==> src/rtl/bcd_scan_controller_pkg.sv <==
// Shared definitions for the BCD scan controller: state encodings, blank code and
// width helpers.
package bcd_scan_controller_pkg;

   localparam logic [3:0] BLANK_CODE = 4'hF;

   typedef enum logic [1:0] {
      ST_IDLE  = 2'd0,
      ST_SHIFT = 2'd1,
      ST_DONE  = 2'd2
   } state_e;

   // Bits needed to hold 0..value-1; never less than 1.
   function automatic int unsigned clog2(input int unsigned value);
      int unsigned w = 1;
      while ((64'd1 << w) < 64'(value)) w++;
      return w;
   endfunction

   // Decimal digits of 2**bin_w-1 plus one spare, and at least as many as are displayed.
   function automatic int unsigned scratch_digits(input int unsigned bin_w,
                                                  input int unsigned digits);
      longint unsigned max_val;
      int unsigned     n;
      max_val = (64'd1 << bin_w) - 64'd1;
      n = 1;
      while (max_val >= 64'd10) begin
         n++;
         max_val = max_val / 64'd10;
      end
      return (n + 1 > digits) ? n + 1 : digits;
   endfunction

endpackage

==> src/rtl/bcd_scan_controller_if.sv <==
// Conversion handshake plus held-result and display-scan outputs of the BCD scan controller.
interface bcd_scan_controller_if #(
   parameter int unsigned BIN_W  = 8,
   parameter int unsigned DIGITS = 3
);
   logic                  in_valid;
   logic                  in_ready;
   logic [BIN_W-1:0]      in_bin;
   logic                  done;
   logic                  ovf;
   logic [4*DIGITS-1:0]   bcd_out;
   logic [3:0]            dig_bcd;
   logic [DIGITS-1:0]     dig_en_n;

   modport master (
      output in_valid, in_bin,
      input  in_ready, done, ovf, bcd_out, dig_bcd, dig_en_n
   );

   modport slave (
      input  in_valid, in_bin,
      output in_ready, done, ovf, bcd_out, dig_bcd, dig_en_n
   );
endinterface

==> src/rtl/bcd_scan_controller_dd_bcd_step.sv <==
// One double-dabble iteration: add 3 to every scratch nibble >= 5, then shift
// {scratch, bin} left by one.
module bcd_scan_controller_dd_bcd_step #(
   parameter int unsigned SCR_W = 16,
   parameter int unsigned BIN_W = 8
) (
   input  logic [SCR_W-1:0] scratch,
   input  logic [BIN_W-1:0] bin,
   output logic [SCR_W-1:0] scratch_next,
   output logic [BIN_W-1:0] bin_next
);
   logic [SCR_W-1:0] adj;

   always_comb begin
      adj = scratch;
      for (int i = 0; i < int'(SCR_W / 4); i++) begin
         if (scratch[4*i +: 4] >= 4'd5) adj[4*i +: 4] = scratch[4*i +: 4] + 4'd3;
      end
      {scratch_next, bin_next} = {adj, bin} << 1;
   end
endmodule

==> src/rtl/bcd_scan_controller.sv <==
// Sequential binary-to-BCD converter that holds the result and scans it digit by digit
// onto a shared seven-segment decoder with leading-zero blanking.
module bcd_scan_controller
   import bcd_scan_controller_pkg::*;
#(
   parameter int unsigned BIN_W    = 8,
   parameter int unsigned DIGITS   = 3,
   parameter int unsigned SCAN_DIV = 50000
) (
   input logic                  fr_CLOCK_50,
   input logic                  fr_KEY0,
   bcd_scan_controller_if.slave bus
);
   localparam int unsigned SCR_D = scratch_digits(BIN_W, DIGITS);
   localparam int unsigned SCR_W = 4 * SCR_D;
   localparam int unsigned CNT_W = clog2(BIN_W);
   localparam int unsigned PRE_W = clog2(SCAN_DIV);
   localparam int unsigned IDX_W = clog2(DIGITS);

   function automatic logic [4*DIGITS-1:0] reset_display();
      logic [4*DIGITS-1:0] r;
      r = {DIGITS{BLANK_CODE}};
      r[3:0] = 4'h0;
      return r;
   endfunction

   localparam logic [4*DIGITS-1:0] DISP_RESET = reset_display();
   localparam logic [DIGITS-1:0]   EN_RESET   = ~DIGITS'(1);

   state_e              state_q, state_d;
   logic [CNT_W-1:0]    cnt_q, cnt_d;
   logic [BIN_W-1:0]    bin_q, bin_d, bin_step;
   logic [SCR_W-1:0]    scr_q, scr_d, scr_step;
   logic                load, in_ready;
   logic [4*DIGITS-1:0] bcd_q;
   logic                ovf_q, ovf_new, done_q, seen_nz;
   logic [4*DIGITS-1:0] disp_q, disp_new, disp_d;
   logic [PRE_W-1:0]    pre_q;
   logic [IDX_W-1:0]    idx_q, idx_next;
   logic                wrap;
   logic [DIGITS-1:0]   en_n_q;
   logic [3:0]          dig_q;

   bcd_scan_controller_dd_bcd_step #(
      .SCR_W (SCR_W),
      .BIN_W (BIN_W)
   ) u_step (
      .scratch      (scr_q),
      .bin          (bin_q),
      .scratch_next (scr_step),
      .bin_next     (bin_step)
   );

   always_comb begin
      state_d  = state_q;
      cnt_d    = cnt_q;
      bin_d    = bin_q;
      scr_d    = scr_q;
      load     = 1'b0;
      in_ready = 1'b0;
      unique case (state_q)
         ST_IDLE: begin
            in_ready = 1'b1;
            if (bus.in_valid) begin
               bin_d   = bus.in_bin;
               scr_d   = '0;
               cnt_d   = '0;
               state_d = ST_SHIFT;
            end
         end
         ST_SHIFT: begin
            bin_d = bin_step;
            scr_d = scr_step;
            cnt_d = cnt_q + CNT_W'(1);
            if (cnt_q == CNT_W'(BIN_W - 1)) state_d = ST_DONE;
         end
         ST_DONE: begin
            load    = 1'b1;
            state_d = ST_IDLE;
         end
         default: state_d = ST_IDLE;
      endcase
   end

   // Overflow and blanking are judged on the finished scratch while in DONE.
   always_comb begin
      ovf_new = 1'b0;
      for (int i = int'(DIGITS); i < int'(SCR_D); i++) ovf_new = ovf_new | (|scr_q[4*i +: 4]);
      seen_nz  = 1'b0;
      disp_new = '0;
      for (int i = int'(DIGITS) - 1; i >= 0; i--) begin
         seen_nz = seen_nz | (scr_q[4*i +: 4] != 4'd0);
         disp_new[4*i +: 4] = (seen_nz || i == 0) ? scr_q[4*i +: 4] : BLANK_CODE;
      end
      disp_d = load ? disp_new : disp_q;
   end

   assign wrap     = (pre_q == PRE_W'(SCAN_DIV - 1));
   assign idx_next = (idx_q == IDX_W'(DIGITS - 1)) ? '0 : idx_q + IDX_W'(1);

   always_ff @(posedge fr_CLOCK_50 or negedge fr_KEY0) begin
      if (!fr_KEY0) begin
         state_q <= ST_IDLE;
         cnt_q   <= '0;
         bin_q   <= '0;
         scr_q   <= '0;
         bcd_q   <= '0;
         ovf_q   <= 1'b0;
         done_q  <= 1'b0;
         disp_q  <= DISP_RESET;
         pre_q   <= '0;
         idx_q   <= '0;
         en_n_q  <= EN_RESET;
         dig_q   <= 4'h0;
      end else begin
         state_q <= state_d;
         cnt_q   <= cnt_d;
         bin_q   <= bin_d;
         scr_q   <= scr_d;
         done_q  <= load;
         disp_q  <= disp_d;
         if (load) begin
            bcd_q <= scr_q[4*DIGITS-1:0];
            ovf_q <= ovf_new;
         end
         // A wrap coinciding with the load picks from the freshly loaded display.
         if (wrap) begin
            pre_q  <= '0;
            idx_q  <= idx_next;
            en_n_q <= ~(DIGITS'(1) << idx_next);
            dig_q  <= disp_d[4*idx_next +: 4];
         end else begin
            pre_q <= pre_q + PRE_W'(1);
         end
      end
   end

   assign bus.in_ready = in_ready;
   assign bus.done     = done_q;
   assign bus.ovf      = ovf_q;
   assign bus.bcd_out  = bcd_q;
   assign bus.dig_bcd  = dig_q;
   assign bus.dig_en_n = en_n_q;
endmodule
==> src/flat_wrapper.sv <==
// flat-port wrapper written by rule: the top's interface ports become plain ports
module bcd_scan_controller_flat import bcd_scan_controller_pkg::*;
#(
   parameter int unsigned BIN_W    = 8,
   parameter int unsigned DIGITS   = 3,
   parameter int unsigned SCAN_DIV = 50000
)
  (fr_CLOCK_50, fr_KEY0, bus_in_valid, bus_in_bin, bus_in_ready, bus_done, bus_ovf, bus_bcd_out, bus_dig_bcd, bus_dig_en_n);
  bcd_scan_controller_if #(.BIN_W(BIN_W), .DIGITS(DIGITS)) bus_i ();
  input logic fr_CLOCK_50;
  input logic fr_KEY0;
  input wire logic [$bits(bus_i.in_valid)-1:0] bus_in_valid;
  input wire logic [$bits(bus_i.in_bin)-1:0] bus_in_bin;
  output wire logic [$bits(bus_i.in_ready)-1:0] bus_in_ready;
  output wire logic [$bits(bus_i.done)-1:0] bus_done;
  output wire logic [$bits(bus_i.ovf)-1:0] bus_ovf;
  output wire logic [$bits(bus_i.bcd_out)-1:0] bus_bcd_out;
  output wire logic [$bits(bus_i.dig_bcd)-1:0] bus_dig_bcd;
  output wire logic [$bits(bus_i.dig_en_n)-1:0] bus_dig_en_n;
  assign bus_i.in_valid = bus_in_valid;
  assign bus_i.in_bin = bus_in_bin;
  assign bus_in_ready = bus_i.in_ready;
  assign bus_done = bus_i.done;
  assign bus_ovf = bus_i.ovf;
  assign bus_bcd_out = bus_i.bcd_out;
  assign bus_dig_bcd = bus_i.dig_bcd;
  assign bus_dig_en_n = bus_i.dig_en_n;
  bcd_scan_controller #(.BIN_W(BIN_W), .DIGITS(DIGITS), .SCAN_DIV(SCAN_DIV)) u_core (.fr_CLOCK_50(fr_CLOCK_50), .fr_KEY0(fr_KEY0), .bus(bus_i));
endmodule
==> config.mk <==
export PLATFORM = sky130hd
export DESIGN_NAME = bcd_scan_controller_flat
export DESIGN_NICKNAME = d
export VERILOG_FILES = /design/src/rtl/bcd_scan_controller_pkg.sv /design/src/rtl/bcd_scan_controller_if.sv /design/src/rtl/bcd_scan_controller_dd_bcd_step.sv /design/src/rtl/bcd_scan_controller.sv /design/src/flat_wrapper.sv
export SDC_FILE = /design/constraint.sdc
export NUM_CORES = 1
export LEC_CHECK = 0
export CORE_MARGIN = 2
export CORE_UTILIZATION = 55
export DETAILED_ROUTE_END_ITERATION = 8
export PLACE_DENSITY_LB_ADDON = 0.08
export SYNTH_ARGS = -nofsm -noshare
export SYNTH_HDL_FRONTEND = slang
export SYNTH_HIERARCHICAL = 1
export SYNTH_SLANG_ARGS = --single-unit
==> constraint.sdc <==
create_clock -name fr_CLOCK_50 -period 4.6 [get_ports fr_CLOCK_50]
set_input_delay 0.46 -clock fr_CLOCK_50 [delete_from_list [all_inputs] [get_ports fr_CLOCK_50]]
set_output_delay 0.46 -clock fr_CLOCK_50 [all_outputs]
set_load 0.02 [all_outputs]
-- After elaboration in Yosys (flattened, before gate mapping)
Index checks and enable logic that the tools add are counted.
- bits in writable memories: 0
- bits in read-only memories: 0
- output and inout port bits: 22
- bits in latches: 0
- bits of input ports: 11
- flip-flop bits (word level): 80
- memories kept: 0
- eq/ne operators: 7
- div/mod/pow operators: 0
- $mul: 0
- add/sub/neg operators: 7
- magnitude comparators: 4
- muxes and demuxes: 20
- reductions and logical operators: 7
- bitwise logic cells: 2
- shift operators: 2
- operators by type and width (kind ; number):
    $mux W16 ; 2
    $pmux W16 S2 ; 1
    $mux W4 ; 5
    $add A16 B1 Y16 const B ; 1
    $eq A16 B16 Y1 const B ; 1
    $ge A4 B3 Y1 const B ; 4
    $pmux W8 S2 ; 1
    $add A4 B2 Y4 const B ; 3
    $mux W12 ; 1
    $shiftx A12 B5 Y4 ; 1
    $mux W8 ; 1
    $reduce_bool A4 Y1 ; 2
    $mux W2 ; 3
    $mux W3 ; 2
    $pmux W3 S2 ; 1
    $eq A2 B2 Y1 const B ; 2
    $pmux W2 S2 ; 1
    $reduce_and A2 Y1 ; 2
    $reduce_or A4 Y1 ; 1
    $add A3 B1 Y3 const B ; 1
    $add A3 B2 Y3 const B ; 1
    $eq A3 B3 Y1 const B ; 1
    $not A3 Y3 ; 1
    $shl A1 B2 Y3 const A ; 1
    other kinds (8) ; 9

-- Depth between registers and ports, before layout
- depth in word-level cells: 5
- mapped depth: 7
- gate-level depth less buffers: 6

-- Modules after synthesis
The synthesis kept the hierarchy.
- by module, submodules not included (module ; cells each ; area an instance (um2) ; instances ; sequential area each (um2)):
    bcd_scan_controller ; 302 ; 3380.7 ; 1 ; 2014.4
    bcd_scan_controller_dd_bcd_step ; 70 ; 456.7 ; 1 ; 0.0

-- Worst setup path after synthesis
OpenSTA, ideal clock, no wires.
- path type: register -> register
- start: register u_core.pre_q[0]
- end: register u_core.dig_q[0], in the netlist u_core/bus.dig_bcd[0]
- arrival: 1.453 ns
- stages on the path, launching flop included: 8
- clock period less this slack: 1.535 ns
- setup time: 0.082 ns
- slack: 3.065 ns
- required time: 4.518 ns
- path through: dfrtp_1 > ha_1 > and3_1 > clkbuf_1 > and4_1 > buf_2 > nor2_1 > a31oi_1
- cells in the longest elaborated chain, start to end: 1
- ends and longest elaborated chain (element ; line ; RTL):
    start: declaration ; bcd_scan_controller.sv:38 ; logic [PRE_W-1:0] pre_q;
    start signal: assignment ; bcd_scan_controller.sv:133 ; pre_q <= pre_q + PRE_W'(1);
    $eq A16 B16 Y1 ; bcd_scan_controller.sv:98 ; assign wrap = (pre_q == PRE_W'(SCAN_DIV - 1));
    end signal: assignment ; bcd_scan_controller.sv:131 ; dig_q <= disp_d[4*idx_next +: 4];
    end: declaration ; bcd_scan_controller.sv:42 ; logic [3:0] dig_q;
No other way between the ends.
A chain may end at the register's enable or synchronous reset.

-- Final worst setup path
- start: register u_core.state_q[0]
- end: output bus_in_ready
- cells in the longest elaborated chain, start to end: 2
- ends and longest elaborated chain (element ; line ; RTL):
    start: declaration ; bcd_scan_controller.sv:30 ; state_e state_q, state_d;
    start signal: assignment ; bcd_scan_controller.sv:116 ; state_q <= state_d;
    $logic_not A2 Y1 ; bcd_scan_controller.sv:61 ; unique case (state_q)
    $mux W1 ; bcd_scan_controller.sv:61 ;
    end: declaration ; flat_wrapper.sv:14 ; output wire logic [$bits(bus_i.in_ready)-1:0] bus_in_ready;
No other way between the ends.

==> metrics.log <==
[metrics] status: finished, final reports clean
[metrics] number of inserted diodes: 0
[metrics] P_sw: between 800 and 900 uW
[metrics] average routed wire per standard cell: about 15 um
[metrics] area delta synth->final: 12.6%
[metrics] Post-synth EDFFs: 0
[metrics] pin count of the biggest net entering global routing: 81
[metrics] endpoint type of the worst setup path: primary output
[metrics] fraction of layout instances using a drive strength above 1: between 10% and 20%
[metrics] proportion of power drawn by combinational gates: about 33%
[metrics] post-synthesis cell type count: 42
[metrics] most common cell after layout, fill and taps aside: sky130_fd_sc_hd__nand2_1
[metrics] final core utilization: 63.9%
[metrics] Overall Global Routing Usage: 20.9%
[metrics] Num CTS Buffers: 9
[metrics] fill count: between 500 and 600
[metrics] top fanout value on the critical path: 21
[metrics] global-route wire length before repair: between 10000 and 15000 um
[metrics] clock slew at reported path FFs: 90 ps
[metrics] CTS Hold Buffers Added: 0
[metrics] async set-reset flop share out of synthesis: 100%
[metrics] Pins Over Slew Limit: 0
[metrics] cell-internal power: approximately 1.6 mW
[metrics] met2 wire length: approximately 3300 um
[metrics] post-route antenna net violation count: 0
[metrics] placeable core region: ~6800 um2
[metrics] Port Buf Inserts: 32
[metrics] clock network fraction of total power: a little over a fifth
[metrics] clock network latency to the later pin of the worst-skew pair: roughly 350 ps
[metrics] vertical die dimension: slightly below 90 um
[metrics] period utilization: roughly 47%
[metrics] Via density: 5.67
[metrics] top routing layer used: met4
[metrics] clock sink count: 80
[metrics] number of rows in the core area: 30
[metrics] cell chosen for the clock root: sky130_fd_sc_hd__clkbuf_8
[metrics] Die W: approximately 90 um
[metrics] crit path time final: between 2000 and 2500 ps
[metrics] setup total negative slack: 0 ps
[metrics] number of H-tree branching levels: 3
[metrics] Setup Fix Bufs, Post-CTS: 0
[metrics] routed wl met3: approximately 220 um
[metrics] number of warnings printed during yosys synthesis: 6
[metrics] register area share after synthesis: ~52%
[metrics] clock tree from TritonCTS: done
[metrics] buffer depth of the longest clock path: 2
[metrics] worst hold path class: in2async
[metrics] Post-Synthesis Net Count: 394
[metrics] drt first pass iters: 4
[metrics] element type at the critical path start: flop
[metrics] weighted congestion at the end of routability-driven global placement: just under 0.8
[metrics] required time of the critical path: around 4100 ps
[metrics] routed wire length: ~7000 um
[metrics] number of synthesized register bits: 80
[metrics] worst flop-to-flop path startpoint: u_core/state_q[0]$_DFFE_PN0P_
[metrics] fraction of power consumed by sequential logic: approximately 46%
[metrics] Post-synth top flop: sky130_fd_sc_hd__dfrtp_1
[metrics] post-cts resize count: 0
[metrics] highest-count cells in the layout ignoring fill and taps: sky130_fd_sc_hd__nand2_1 (74), sky130_fd_sc_hd__dfrtp_1 (70), sky130_fd_sc_hd__clkdlybuf4s50_1 (31)
[metrics] number of antenna violations at the first check in global routing: 0
[metrics] worst vdd rail ir drop: around 370 uV
[metrics] setup repair after global routing missed its margin: false
[metrics] Worst setup startpoint: u_core/state_q[0]$_DFFE_PN0P_
[metrics] post-synthesis cell area: 3840 um2
[metrics] minimum setup slack after placement: between 2000 and 2500 ps
[metrics] Iter 0 DRT Violations: around 140
[metrics] GRT overflow: 0
[metrics] # Max-Cap Violations: 0
[metrics] upper clock frequency limit: 0.460 GHz
[metrics] final hold violation count: 0
[metrics] final setup violation count: 0
[metrics] Worst Setup Slack, final: 2430 ps
[metrics] Syn Area/Cell: roughly 10 um2
[metrics] number of vias after detailed routing: 2700
[metrics] top-level port count: 33
[metrics] Net count, final: between 400 and 500
[metrics] initial standard-cell utilization of the core: a little under three fifths
[metrics] total power of the final layout: 2.46 mW
[metrics] die outline area: between 7000 and 8000 um2
[metrics] Non-Filler Cell Area, Final: 4320 um2
[metrics] CP Class: reg2out
[metrics] hpwl dp: around 4500 um
[metrics] worst-margin pin slew: 1140 ps
[metrics] number of standard cells after synthesis: approximately 370
[metrics] Cell Area, Placed: roughly 4100 um2
[metrics] CP arrival: approximately 1700 ps
[metrics] via count of the first global-routing pass: between 2000 and 3000
[metrics] power per cell area: ~570 nW/um2
[metrics] remaining design rule violation count: 0
[metrics] tightest slew margin relative to the limit: 23.6%
[metrics] leakage dissipation: approximately 2.1 nW
[metrics] met1 wire length: ~3300 um
[metrics] Sw Ratio: a little over a third
[metrics] worst clock skew: approximately 13 ps
[cells by family (layout without fill, tap and decap cells)]
family                     Yosys count  after routing  synth area share, %
and+or+nand+nor                    144            144                 18.6
DFF                                 80             80                 52.5
AOI/OAI and AO/OA                   64             64                 12.0
buffers and inverters               40             64                 5.31
xor gates and xnor gates            16             16                 3.65
muxes                               16             16                 4.27
adders and majority gates           11             11                 3.59
other                                1              1               0.0977
[synth_stat cells (5+ instances only)]
cell type / count / area, um2
sky130_fd_sc_hd__a21oi_1: 11 / 55.1
sky130_fd_sc_hd__a22o_1: 17 / 149
sky130_fd_sc_hd__and3b_1: 8 / 70.1
sky130_fd_sc_hd__buf_2: 6 / 30.0
sky130_fd_sc_hd__buf_4: 12 / 90.1
sky130_fd_sc_hd__clkbuf_1: 8 / 30.0
sky130_fd_sc_hd__dfrtp_1: 70 / 1750
sky130_fd_sc_hd__dfstp_2: 10 / 263
sky130_fd_sc_hd__ha_1: 11 / 138
sky130_fd_sc_hd__inv_1: 13 / 48.8
sky130_fd_sc_hd__mux2i_1: 13 / 130
sky130_fd_sc_hd__nand2_1: 74 / 278
sky130_fd_sc_hd__nand2b_1: 9 / 56.3
sky130_fd_sc_hd__nand3_1: 10 / 50.1
sky130_fd_sc_hd__nor2_1: 21 / 78.8
sky130_fd_sc_hd__o21ai_0: 13 / 65.1
sky130_fd_sc_hd__xnor2_1: 11 / 96.3
sky130_fd_sc_hd__xor2_1: 5 / 43.8
[power by group through the flow]
| stage | Combinational (mW) | Clock, mW | Sequential, mW |
|---|---|---|---|
| after floorplan | 0.635 | 0 | 1.11 |
| after global placement | 0.795 | 0 | 1.12 |
| after detailed placement | 0.823 | 0 | 1.13 |
| after CTS | 0.827 | 0.530 | 1.12 |
| after global routing | 0.927 | 0.566 | 1.15 |
| final | 0.821 | 0.518 | 1.12 |
[per-stage QoR]
stage / std cells / hold WS, ps
4_1_cts: 476 / 293
3_3_place_gp: 460 / 461
3_5_place_dp: 460 / 464
6_report: 476 / 251
5_1_grt: 476 / 349
2_1_floorplan: 372 / 164
[registers in the layout (all words and copies together) (netlist names)]
signal / count
u_core/bin_q: 8
u_core/bus.bcd_out: 12
u_core/bus.dig_bcd: 4
u_core/bus.dig_en_n: 3
u_core/bus.done: 1
u_core/bus.ovf: 1
u_core/cnt_q: 3
u_core/disp_q: 12
u_core/idx_q: 2
u_core/pre_q: 16
u_core/scr_q: 16
u_core/state_q: 2
[per-layer routing]
layer	vias to the layer above	GRT usage, %
met3	10	3.39
li1	1307	-
met4	0	9.23
met5	-	0
met1	1339	28.5
met2	44	33.2
[path summary, 6_finish.rpt]
check | to | slack, ps | cells after the start
min reg2reg | u_core/bus.dig_en_n[0]$_DFFE_PN0N_ | 480 | 1
min in group fr_CLOCK_50 | u_core/bus.dig_en_n[0]$_DFFE_PN0N_ | 480 | 1
max reg2reg | u_core/bus.dig_bcd[0]$_DFFE_PN0N_ | 2500 | 5
max | bus_in_ready | 2430 | 2
max in group asynchronous | u_core/scr_q[3]$_DFFE_PN0P_ | 3690 | 1
min | u_core/pre_q[2]$_DFF_PN0_ | 250 | 1
[worst max-delay path: stages (launching register included)]
cell	delay [ps]
sky130_fd_sc_hd__dfrtp_1	580
sky130_fd_sc_hd__nor2_1	170
sky130_fd_sc_hd__clkdlybuf4s50_1	620
[layout make-up]
type / count / area, um2 / area share, %
sequential: 80 / 2010 / 46.6
multi-input combinational: 252 / 1620 / 37.6
timing repair buffer: 34 / 333 / 7.71
clock buffer: 11 / 141 / 3.27
tap: 80 / 100 / 2.32
clock inverter: 5 / 53.8 / 1.25
inverter: 14 / 53.8 / 1.25
Note: power is estimated with default switching activity, not from simulation.
